<file path="src/rtl/multicycle_control_fsm.sv">
// multicycle_control_fsm: multi-cycle IF/ID/EXE/MEM/WB sequencer driving the CPU datapath strobes,
// with a data-memory ready handshake, memory timeout and a retired-instruction counter.
module multicycle_control_fsm #(
    parameter int MEM_TIMEOUT = 15,
    parameter int CNT_W = 16
) (
    input  logic             CLK,
    input  logic             RST,
    input  logic [5:0]       opcode,
    input  logic             zero,
    input  logic             sign,
    input  logic             MemReady,
    output logic             PCWre,
    output logic [1:0]       PCSrc,
    output logic             IRWre,
    output logic             InsMemRW,
    output logic             ExtSel,
    output logic             ALUSrcA,
    output logic             ALUSrcB,
    output logic [2:0]       ALUOp,
    output logic             mRD,
    output logic             mWR,
    output logic             RegWre,
    output logic             RegDst,
    output logic             DBDataSrc,
    output logic [3:0]       State,
    output logic             Halted,
    output logic             MemErr,
    output logic [CNT_W-1:0] InstrCount
);
    typedef enum logic [3:0] {
        S_IF, S_ID, S_EXE_AL, S_EXE_BR, S_EXE_LS, S_MEM, S_WB_AL, S_WB_LD, S_HALT
    } state_t;
    state_t state, nxt;
    logic [5:0] op_q, op;
    logic [7:0] tmo;
    logic is_al, is_br, is_ls, is_lw, is_j, is_halt, is_sll, is_imm, is_zx, taken;
    logic [2:0] alu_op;
    // ID decodes the live opcode; later states use the copy latched in ID
    always_comb begin
        op = state == S_ID ? opcode : op_q;
        is_al = op inside {6'b000000, 6'b000001, 6'b000010, 6'b010000, 6'b010001,
                           6'b010010, 6'b010011, 6'b011000, 6'b011100};
        is_br = op inside {6'b110000, 6'b110001, 6'b110010};
        is_ls = op inside {6'b100110, 6'b100111};
        is_lw = op == 6'b100111;
        is_j = op == 6'b111000;
        is_halt = op == 6'b111111;
        is_sll = op == 6'b011000;
        is_imm = op inside {6'b000010, 6'b010000, 6'b010010, 6'b011100};
        is_zx = op inside {6'b010000, 6'b010010};
        alu_op = op == 6'b000001 ? 3'b001 :
                 op == 6'b011000 ? 3'b010 :
                 op inside {6'b010000, 6'b010001} ? 3'b100 :
                 op inside {6'b010010, 6'b010011} ? 3'b011 :
                 op == 6'b011100 ? 3'b110 : 3'b000;
        taken = (op == 6'b110000 && zero) || (op == 6'b110001 && !zero) || (op == 6'b110010 && sign);
    end
    always_comb begin
        nxt = state;
        PCWre = 1'b0;
        PCSrc = 2'b00;
        IRWre = 1'b0;
        InsMemRW = 1'b0;
        ExtSel = 1'b0;
        ALUSrcA = 1'b0;
        ALUSrcB = 1'b0;
        ALUOp = 3'b000;
        mRD = 1'b0;
        mWR = 1'b0;
        RegWre = 1'b0;
        RegDst = 1'b0;
        DBDataSrc = 1'b0;
        State = RST ? 4'd0 : state;
        Halted = !RST && state == S_HALT;
        if (!RST) begin
            case (state)
                S_IF: begin
                    IRWre = 1'b1;
                    nxt = S_ID;
                end
                S_ID: begin
                    nxt = is_halt ? S_HALT : is_al ? S_EXE_AL : is_br ? S_EXE_BR : is_ls ? S_EXE_LS : S_IF;
                    PCWre = !(is_halt || is_al || is_br || is_ls);
                    PCSrc = is_j ? 2'b10 : 2'b00;
                end
                S_EXE_AL, S_WB_AL: begin
                    ALUOp = alu_op;
                    ALUSrcA = is_sll;
                    ALUSrcB = is_imm;
                    ExtSel = !is_zx;
                    RegWre = state == S_WB_AL;
                    RegDst = state == S_WB_AL && !is_imm;
                    PCWre = state == S_WB_AL;
                    nxt = state == S_WB_AL ? S_IF : S_WB_AL;
                end
                S_EXE_BR: begin
                    ALUOp = 3'b001;
                    ExtSel = 1'b1;
                    PCWre = 1'b1;
                    PCSrc = {1'b0, taken};
                    nxt = S_IF;
                end
                S_EXE_LS, S_WB_LD: begin
                    ALUSrcB = 1'b1;
                    ExtSel = 1'b1;
                    RegWre = state == S_WB_LD;
                    DBDataSrc = state == S_WB_LD;
                    PCWre = state == S_WB_LD;
                    nxt = state == S_WB_LD ? S_IF : S_MEM;
                end
                S_MEM: begin
                    ALUSrcB = 1'b1;
                    ExtSel = 1'b1;
                    mRD = is_lw;
                    mWR = !is_lw;
                    PCWre = MemReady && !is_lw;
                    nxt = MemReady ? (is_lw ? S_WB_LD : S_IF) :
                          tmo == 8'(MEM_TIMEOUT - 1) ? S_HALT : S_MEM;
                end
                S_HALT: nxt = S_HALT;
                default: nxt = S_IF;
            endcase
        end
    end
    always_ff @(posedge CLK or posedge RST) begin
        if (RST) begin
            state <= S_IF;
            op_q <= 6'd0;
            tmo <= 8'd0;
            MemErr <= 1'b0;
            InstrCount <= '0;
        end else begin
            state <= nxt;
            if (state == S_ID) op_q <= opcode;
            tmo <= state == S_MEM ? tmo + 8'd1 : 8'd0;
            if (state == S_MEM && nxt == S_HALT) MemErr <= 1'b1;
            if (PCWre) InstrCount <= InstrCount + 1'b1;
        end
    end
endmodule
</file>
<file path="config.mk">
export PLATFORM = sky130hd
export DESIGN_NAME = multicycle_control_fsm
export DESIGN_NICKNAME = d
export VERILOG_FILES = /design/src/rtl/multicycle_control_fsm.sv
export SDC_FILE = /design/constraint.sdc
export NUM_CORES = 1
export LEC_CHECK = 0
export CORE_UTILIZATION = 46
export CTS_CLUSTER_DIAMETER = 40
export DETAILED_ROUTE_END_ITERATION = 10
export GPL_ROUTABILITY_DRIVEN = 0
export GPL_TIMING_DRIVEN = 0
export PLACE_DENSITY = 0.75
export SLEW_MARGIN = 25
export SYNTH_ARGS = -nofsm -noshare
export SYNTH_HDL_FRONTEND = slang
export SYNTH_SLANG_ARGS = --single-unit
</file>
<file path="constraint.sdc">
create_clock -name CLK -period 2.65 [get_ports CLK]
set_clock_uncertainty 0.2 [all_clocks]
set_input_delay 0.53 -clock CLK [delete_from_list [all_inputs] [get_ports CLK]]
set_output_delay 0.53 -clock CLK [all_outputs]
set_load 0.02 [all_outputs]
</file>
==> impl_metrics.env, run 1 <==
export IMPL_worstPathMaxFanout=6
export IMPL_antennaDiodeCount=0
export IMPL_clock_sinks=35
export IMPL_die_area_mm2=0.00501
export IMPL_synth_xor_area_share_pct=8.45
export IMPL_routedWlPerCell_um=15.9
export IMPL_drv_slew=0
export IMPL_cts_buffer_depth=2
export IMPL_port_buffers=46
export IMPL_setup_viol=18
export IMPL_antenna_found_initial=0
export IMPL_grt_overflow=0
export IMPL_io_pins=49
export IMPL_grt_util_all_layers_pct=24.0
export IMPL_cts_tree="yes"
export IMPL_initialDrtViolationCount=268
export IMPL_grt_pass1_wl_um=9460
export IMPL_dp_cells=338
export IMPL_synth_simple_area_share_pct=30.4
export IMPL_synthTopCellsByArea="dfrtp_1 40%, xnor2_1 6.8%, nand2_1 5.9%"
export IMPL_synth_top_family_by_area="simple AND/OR/NAND/NOR gates"
export IMPL_yosysTopAreaCellShare_pct=40.3
export IMPL_synth_edff_count=0
export IMPL_fp_coreArea_mm2=0.00444
export IMPL_hp_class="flip-flop to flip-flop"
export IMPL_outcome="finished, violations left"
export IMPL_syn_to_final_growth_pct=46.3
export IMPL_start_util_pct=49.0
export IMPL_clkSlewWorstSetupHoldPaths_ns=0.07
export IMPL_die_y_um=70.8
export IMPL_synth_ff_type="dfrtp_1"
export IMPL_min_period_ns=3.27
export IMPL_htreeDepth=2
export IMPL_cts_root_buf="clkbuf_8"
export IMPL_rows=24
export IMPL_synth_distinct_cells=56
export IMPL_synth_compound_gate_area_share_pct=11.6
export IMPL_ys_seq_area_share_pct=40.3
export IMPL_die_w_um=70.8
export IMPL_critPathKind="flip-flop to primary output"
export IMPL_ys_seq_elements=35
export IMPL_syn_inst=240
export IMPL_vias=2163
export IMPL_fmax_mhz=306
export IMPL_vdd_drop_max_mv=0.630
export IMPL_ys_top_cells_by_count="35 x dfrtp_1, 34 x nand2_1, 22 x nor2_1"
export IMPL_critPathRequiredTime_ns=1.92
export IMPL_async_flop_share_pct=100
export IMPL_p_leak_nw=1.41
export IMPL_drive_above_1_share_pct=30.4
export IMPL_syn_nets=254
export IMPL_wl_um=5960
export IMPL_hold_ws_ns=0.277
export IMPL_routed_via_density=5.78
export IMPL_grt_max_degree=37
export IMPL_synth_most_common_cell="dfrtp_1"
export IMPL_crit_arrival_ns=2.54
export IMPL_cts_buffers=5
export IMPL_instances_no_fill=374
export IMPL_nets=335
export IMPL_slew_limit_headroom_pct=49.5
export IMPL_startpoint_type="flip-flop"
export IMPL_ys_warn_count=0
export IMPL_grt_pass1_vias=2036
export IMPL_endpoint_kind="primary output"
export IMPL_rsz0062_at_grt="true"
export IMPL_synthMuxAreaShare_pct=3.11
export IMPL_syn_avg_cell_area_um2=9.07
export IMPL_drv_cap=0
export IMPL_synth_area_mm2=0.00218
export IMPL_powerDensity_mw_per_mm2=1060
export IMPL_worst_pin_slew_ns=0.756
export IMPL_first_pass_iters=6
export IMPL_place_detailed_hpwl_um=3820
export IMPL_fillers=328
export IMPL_clock_latency_ns=0.29
export IMPL_violations="negative setup slack"
export IMPL_synth_area_leader_cell="dfrtp_1"
export IMPL_finalCritPeriodShare_pct=123
export IMPL_fin_ws_ns=-0.618
export IMPL_synthAdderAreaFrac_pct=1.73
export IMPL_hold_viol=0
export IMPL_detail_route_antenna_nets=0
export IMPL_ctsHoldBuffers=0
export IMPL_drc=0
per-layer routing:
metal / vias up / GRT usage (%) / wire length [µm]
met2: 95 / 38.5 / 2870
met4: 0 / 9.33 / 142
met5: - / 0 / 0
li1: 1009 / - / -
met3: 17 / 4.56 / 385
met1: 1042 / 32.3 / 2570
layout by cell type, fill, tap and decap left out, types with 3 or more instances in the layout:
| master | instances |
|---|---|
| nand4_1 | 8 |
| o21ai_0 | 5 |
| xnor2_1 | 17 |
| clkdlybuf4s50_1 | 24 |
| clkbuf_8 | 5 |
| nand2_2 | 3 |
| dfrtp_1 | 34 |
| clkbuf_2 | 4 |
| nand2b_1 | 3 |
| nor2_2 | 3 |
| inv_2 | 3 |
| dlygate4sd2_1 | 6 |
| buf_4 | 25 |
| clkbuf_1 | 4 |
| a21oi_1 | 5 |
| xor2_1 | 4 |
| nor2_1 | 19 |
| ha_1 | 3 |
| and3_1 | 10 |
| buf_6 | 18 |
| nand3_1 | 14 |
| nor2b_1 | 6 |
| nor3_1 | 5 |
| nand2_1 | 31 |
power by group:
part,internal [mW],total (mW),switching [mW]
clock,0.184,0.379,0.194
sequential,0.664,0.830,0.166
combinational,1.06,2.15,1.10
state kept, by name, summed over array words and instances (netlist names):
| register | flops |
|---|---|
| state | 4 |
| tmo | 8 |
| InstrCount | 16 |
| MemErr | 1 |
| op_q | 6 |
final timing paths:
kind,startpoint,endpoint,slack (ns),depth (start not counted)
max,state[3]$_DFF_PP0_,PCSrc[0],-0.62,9
min,MemErr$_DFFE_PP0P_,MemErr$_DFFE_PP0P_,0.28,1
max reg2reg,state[3]$_DFF_PP0_,InstrCount[9]$_DFFE_PP0P_,-0.07,14
min reg2reg,MemErr$_DFFE_PP0P_,MemErr$_DFFE_PP0P_,0.28,1
max in group asynchronous,RST,state[1]$_DFF_PP0_,0.85,3
min in group asynchronous,RST,op_q[3]$_DFF_PP0_,0.88,3
metrics by stage:
step	TNS [ns]	total power, mW	utilization, %	area, µm²	setup slack [ns]
floorplan	-0.791	1.85	-	2230	-0.227
global placement	-14.98	2.27	62.0	2760	-0.962
detailed placement	-12.22	2.29	62.0	2760	-0.959
CTS	-4.83	2.98	67.7	3010	-0.613
global route	-8.14	3.54	71.6	3180	-0.691
finish	-5.29	3.36	71.6	3180	-0.618
kinds of logic after synthesis:
kind of cell | after synthesis
compound gates | 32
xor+xnor | 21
fa+ha+maj | 3
buf+inv | 18
flops | 35
mux | 5
other cells | 1
simple gates | 125
layout make-up:
cell class                      count  area [µm²]  share of cell area [%]
Multi-Input combinational cell    187        1360                    42.6
Clock buffer                        7        76.3                    2.40
Inverter                            6        25.0                   0.786
Tap cell                           52        65.1                    2.04
Buffer                             11        86.3                    2.71
Timing Repair Buffer               75         693                    21.8
Clock inverter                      1        5.00                   0.157
Sequential cell                    35         877                    27.5
worst max-delay path, cell delays in order (launching register included):
cell and delay (ns):
dfrtp_1 0.37, buf_6 0.12, or4b_4 0.57, mux2i_4 0.24
buf_6 0.14, buf_6 0.11, mux2i_1 0.11, o22a_1 0.22
a211oi_4 0.22, buf_6 0.15
repair_timing:
action | CTS | global route
pin swaps | 9 | 15
endpoints found under the setup margin | 34 | 18
buffers inserted | 14 | 16
resized for setup | 94 | 32
(Power assumes the default switching activity.)
==> inputs of run 2 (changes only) <==
CORE_ASPECT_RATIO = 0.9   (was unset)
CTS_CLUSTER_SIZE = 30   (was unset)
==> impl_metrics.env, run 2 (synthesis results as in run 1) <==
export IMPL_p_leak_nw=1.46
export IMPL_worst_pin_slew_ns=0.745
export IMPL_finalCritPeriodShare_pct=121
export IMPL_vdd_drop_max_mv=0.663
export IMPL_fin_ws_ns=-0.550
export IMPL_antenna_found_initial=0
export IMPL_grt_pass1_wl_um=9410
export IMPL_seq_power_share_pct=23.7
export IMPL_crit_arrival_ns=2.47
export IMPL_startpoint_type="flip-flop"
export IMPL_clock_latency_ns=0.29
export IMPL_nets=342
export IMPL_final_cell_mix="35 x buf_4, 34 x dfrtp_1, 33 x nand2_1"
export IMPL_grt_met2_usage_pct=39.3
export IMPL_cts_buffers=5
export IMPL_clock_sinks=35
export IMPL_powerDensity_mw_per_mm2=1070
export IMPL_start_util_pct=48.5
export IMPL_grt_max_degree=37
export IMPL_ctsHoldBuffers=0
export IMPL_fp_coreArea_mm2=0.00449
export IMPL_detail_route_antenna_nets=0
export IMPL_intPower_mw=2.02
export IMPL_largest_reg_flops=16
export IMPL_grt_util_all_layers_pct=25.1
export IMPL_cpMostUsedCell="buf_6"
export IMPL_wl_um=6250
export IMPL_hold_viol=0
export IMPL_rows=23
export IMPL_min_period_ns=3.20
export IMPL_htreeDepth=2
export IMPL_port_buffers=46
export IMPL_outcome="finished, violations left"
export IMPL_grt_overflow=0
export IMPL_vias=2206
export IMPL_routed_via_density=5.64
export IMPL_p_sw_mw=1.49
export IMPL_critPathRequiredTime_ns=1.92
export IMPL_endpoint_kind="primary output"
export IMPL_violations="negative setup slack"
export IMPL_hold_ws_ns=0.275
export IMPL_power_total_mw=3.51
export IMPL_routedWlPerCell_um=16.0
export IMPL_fmax_mhz=312
export IMPL_p_comb_share_pct=64.0
export IMPL_drv_cap=0
export IMPL_io_pins=49
export IMPL_cts_tree="yes"
export IMPL_rsz0062_at_grt="true"
export IMPL_drv_slew=0
export IMPL_critPathKind="flip-flop to primary output"
export IMPL_initialDrtViolationCount=232
export IMPL_die_w_um=74.5
export IMPL_instances_no_fill=391
export IMPL_first_pass_iters=5
export IMPL_place_detailed_hpwl_um=3790
export IMPL_slew_limit_headroom_pct=50.3
export IMPL_die_area_mm2=0.00501
export IMPL_sw_frac_of_total_pct=42.4
export IMPL_grtUsageMet3_pct=5.67
export IMPL_hp_class="flip-flop to flip-flop"
export IMPL_p_clk_share_pct=12.3
export IMPL_worstPathMaxFanout=5
export IMPL_cts_root_buf="clkbuf_8"
export IMPL_clkSlewWorstSetupHoldPaths_ns=0.07
export IMPL_top_regs="InstrCount (16), tmo (8), op_q (6)"
export IMPL_mostFrequentLayoutCell="buf_4"
export IMPL_met1_usage_pct=33.3
export IMPL_syn_to_final_growth_pct=51.0
export IMPL_die_y_um=67.2
export IMPL_grt_most_used_layer="met2"
export IMPL_setup_viol=12
export IMPL_grt_pass1_vias=2010
export IMPL_max_stage_delay_ns=0.57
export IMPL_dp_cells=348
export IMPL_slowest_stage="or4b_4"
export IMPL_drive_above_1_share_pct=32.2
export IMPL_regMostFlops="InstrCount"
export IMPL_antennaDiodeCount=0
export IMPL_path_cells="buf_6, or4b_4, mux2i_4, o21ai_2, or3_4, inv_2, a32oi_2, nor2_2, buf_6"
export IMPL_drc=0
export IMPL_cts_buffer_depth=2
run 2: cell types whose count changed in the layout (fill, tap and decap cells not counted), sizes merged:
cell / before / now
clkdlybuf4s15: 1 / 0
clkinv: 1 / 0
clkbuf: 14 / 16
buf: 46 / 53
run 2: critical path, delay by kind of cell, from the launching register on:
| family | cells | cell delay (ns) |
|---|---|---|
| AOI/OAI and AO/OA | 2 | 0.17 |
| buffers and inverters | 3 | 0.32 |
| DFF | 1 | 0.37 |
| muxes | 1 | 0.23 |
| and+or+nand+nor | 3 | 1.09 |
run 2: per-stage QoR:
| stage | instance area [µm²] | worst slack, ns | TNS, ns | util (%) |
|---|---|---|---|---|
| 3_5_place_dp | 2770 | -0.944 | -11.93 | 61.6 |
| 2_1_floorplan | 2230 | -0.227 | -0.791 | - |
| 3_3_place_gp | 2770 | -0.984 | -14.85 | 61.6 |
| 6_report | 3290 | -0.550 | -4.47 | 73.2 |
| 4_1_cts | 3090 | -0.616 | -4.71 | 68.8 |
| 5_1_grt | 3290 | -0.631 | -5.72 | 73.2 |
run 2: power groups by stage:
| stage | clock network, mW | registers [mW] | logic [mW] |
|---|---|---|---|
| after floorplan | 0 | 0.842 | 1.01 |
| final | 0.433 | 0.833 | 2.25 |
| after global routing | 0.470 | 0.850 | 2.38 |
| after detailed placement | 0 | 0.816 | 1.48 |
| after global placement | 0 | 0.813 | 1.46 |
| after CTS | 0.439 | 0.822 | 1.85 |
run 2: repair_timing:
item,CTS,global route
pin swaps,11,9
resized for setup,103,25
buffers inserted,18,17
setup endpoints to repair,34,15
gates cloned,0,1
run 2: metal layers:
metal / share of wire, % / wire length, µm / vias to the layer above
li1: - / - / 1019
met1: 43 / 2700 / 1058
met2: 48 / 3000 / 106
met3: 6.3 / 395 / 23
met4: 2.4 / 150 / 0
met5: 0 / 0 / -
run 2: worst paths after layout:
| path | startpoint | endpoint | slack, ns | cells past startpoint |
|---|---|---|---|---|
| setup / recovery | state[3]$_DFF_PP0_ | ALUOp[2] | -0.55 | 9 |
| hold / removal | MemErr$_DFFE_PP0P_ | MemErr$_DFFE_PP0P_ | 0.27 | 1 |
| setup reg to reg | state[2]$_DFF_PP0_ | InstrCount[1]$_DFFE_PP0P_ | 0 | 11 |
| hold reg to reg | MemErr$_DFFE_PP0P_ | MemErr$_DFFE_PP0P_ | 0.27 | 1 |
| max in group asynchronous | RST | state[1]$_DFF_PP0_ | 1.25 | 3 |
| min in group asynchronous | RST | state[1]$_DFF_PP0_ | 0.49 | 3 |
run 2: area by class of cell:
cell class | count | area [µm²]
plain buffers | 11 | 88.8
flip-flops and latches | 35 | 877
multi-input cells | 187 | 1370
inverters | 6 | 22.5
fillers | 333 | 1200
well taps | 62 | 77.6
clock buffers | 8 | 100
repair buffers | 82 | 748
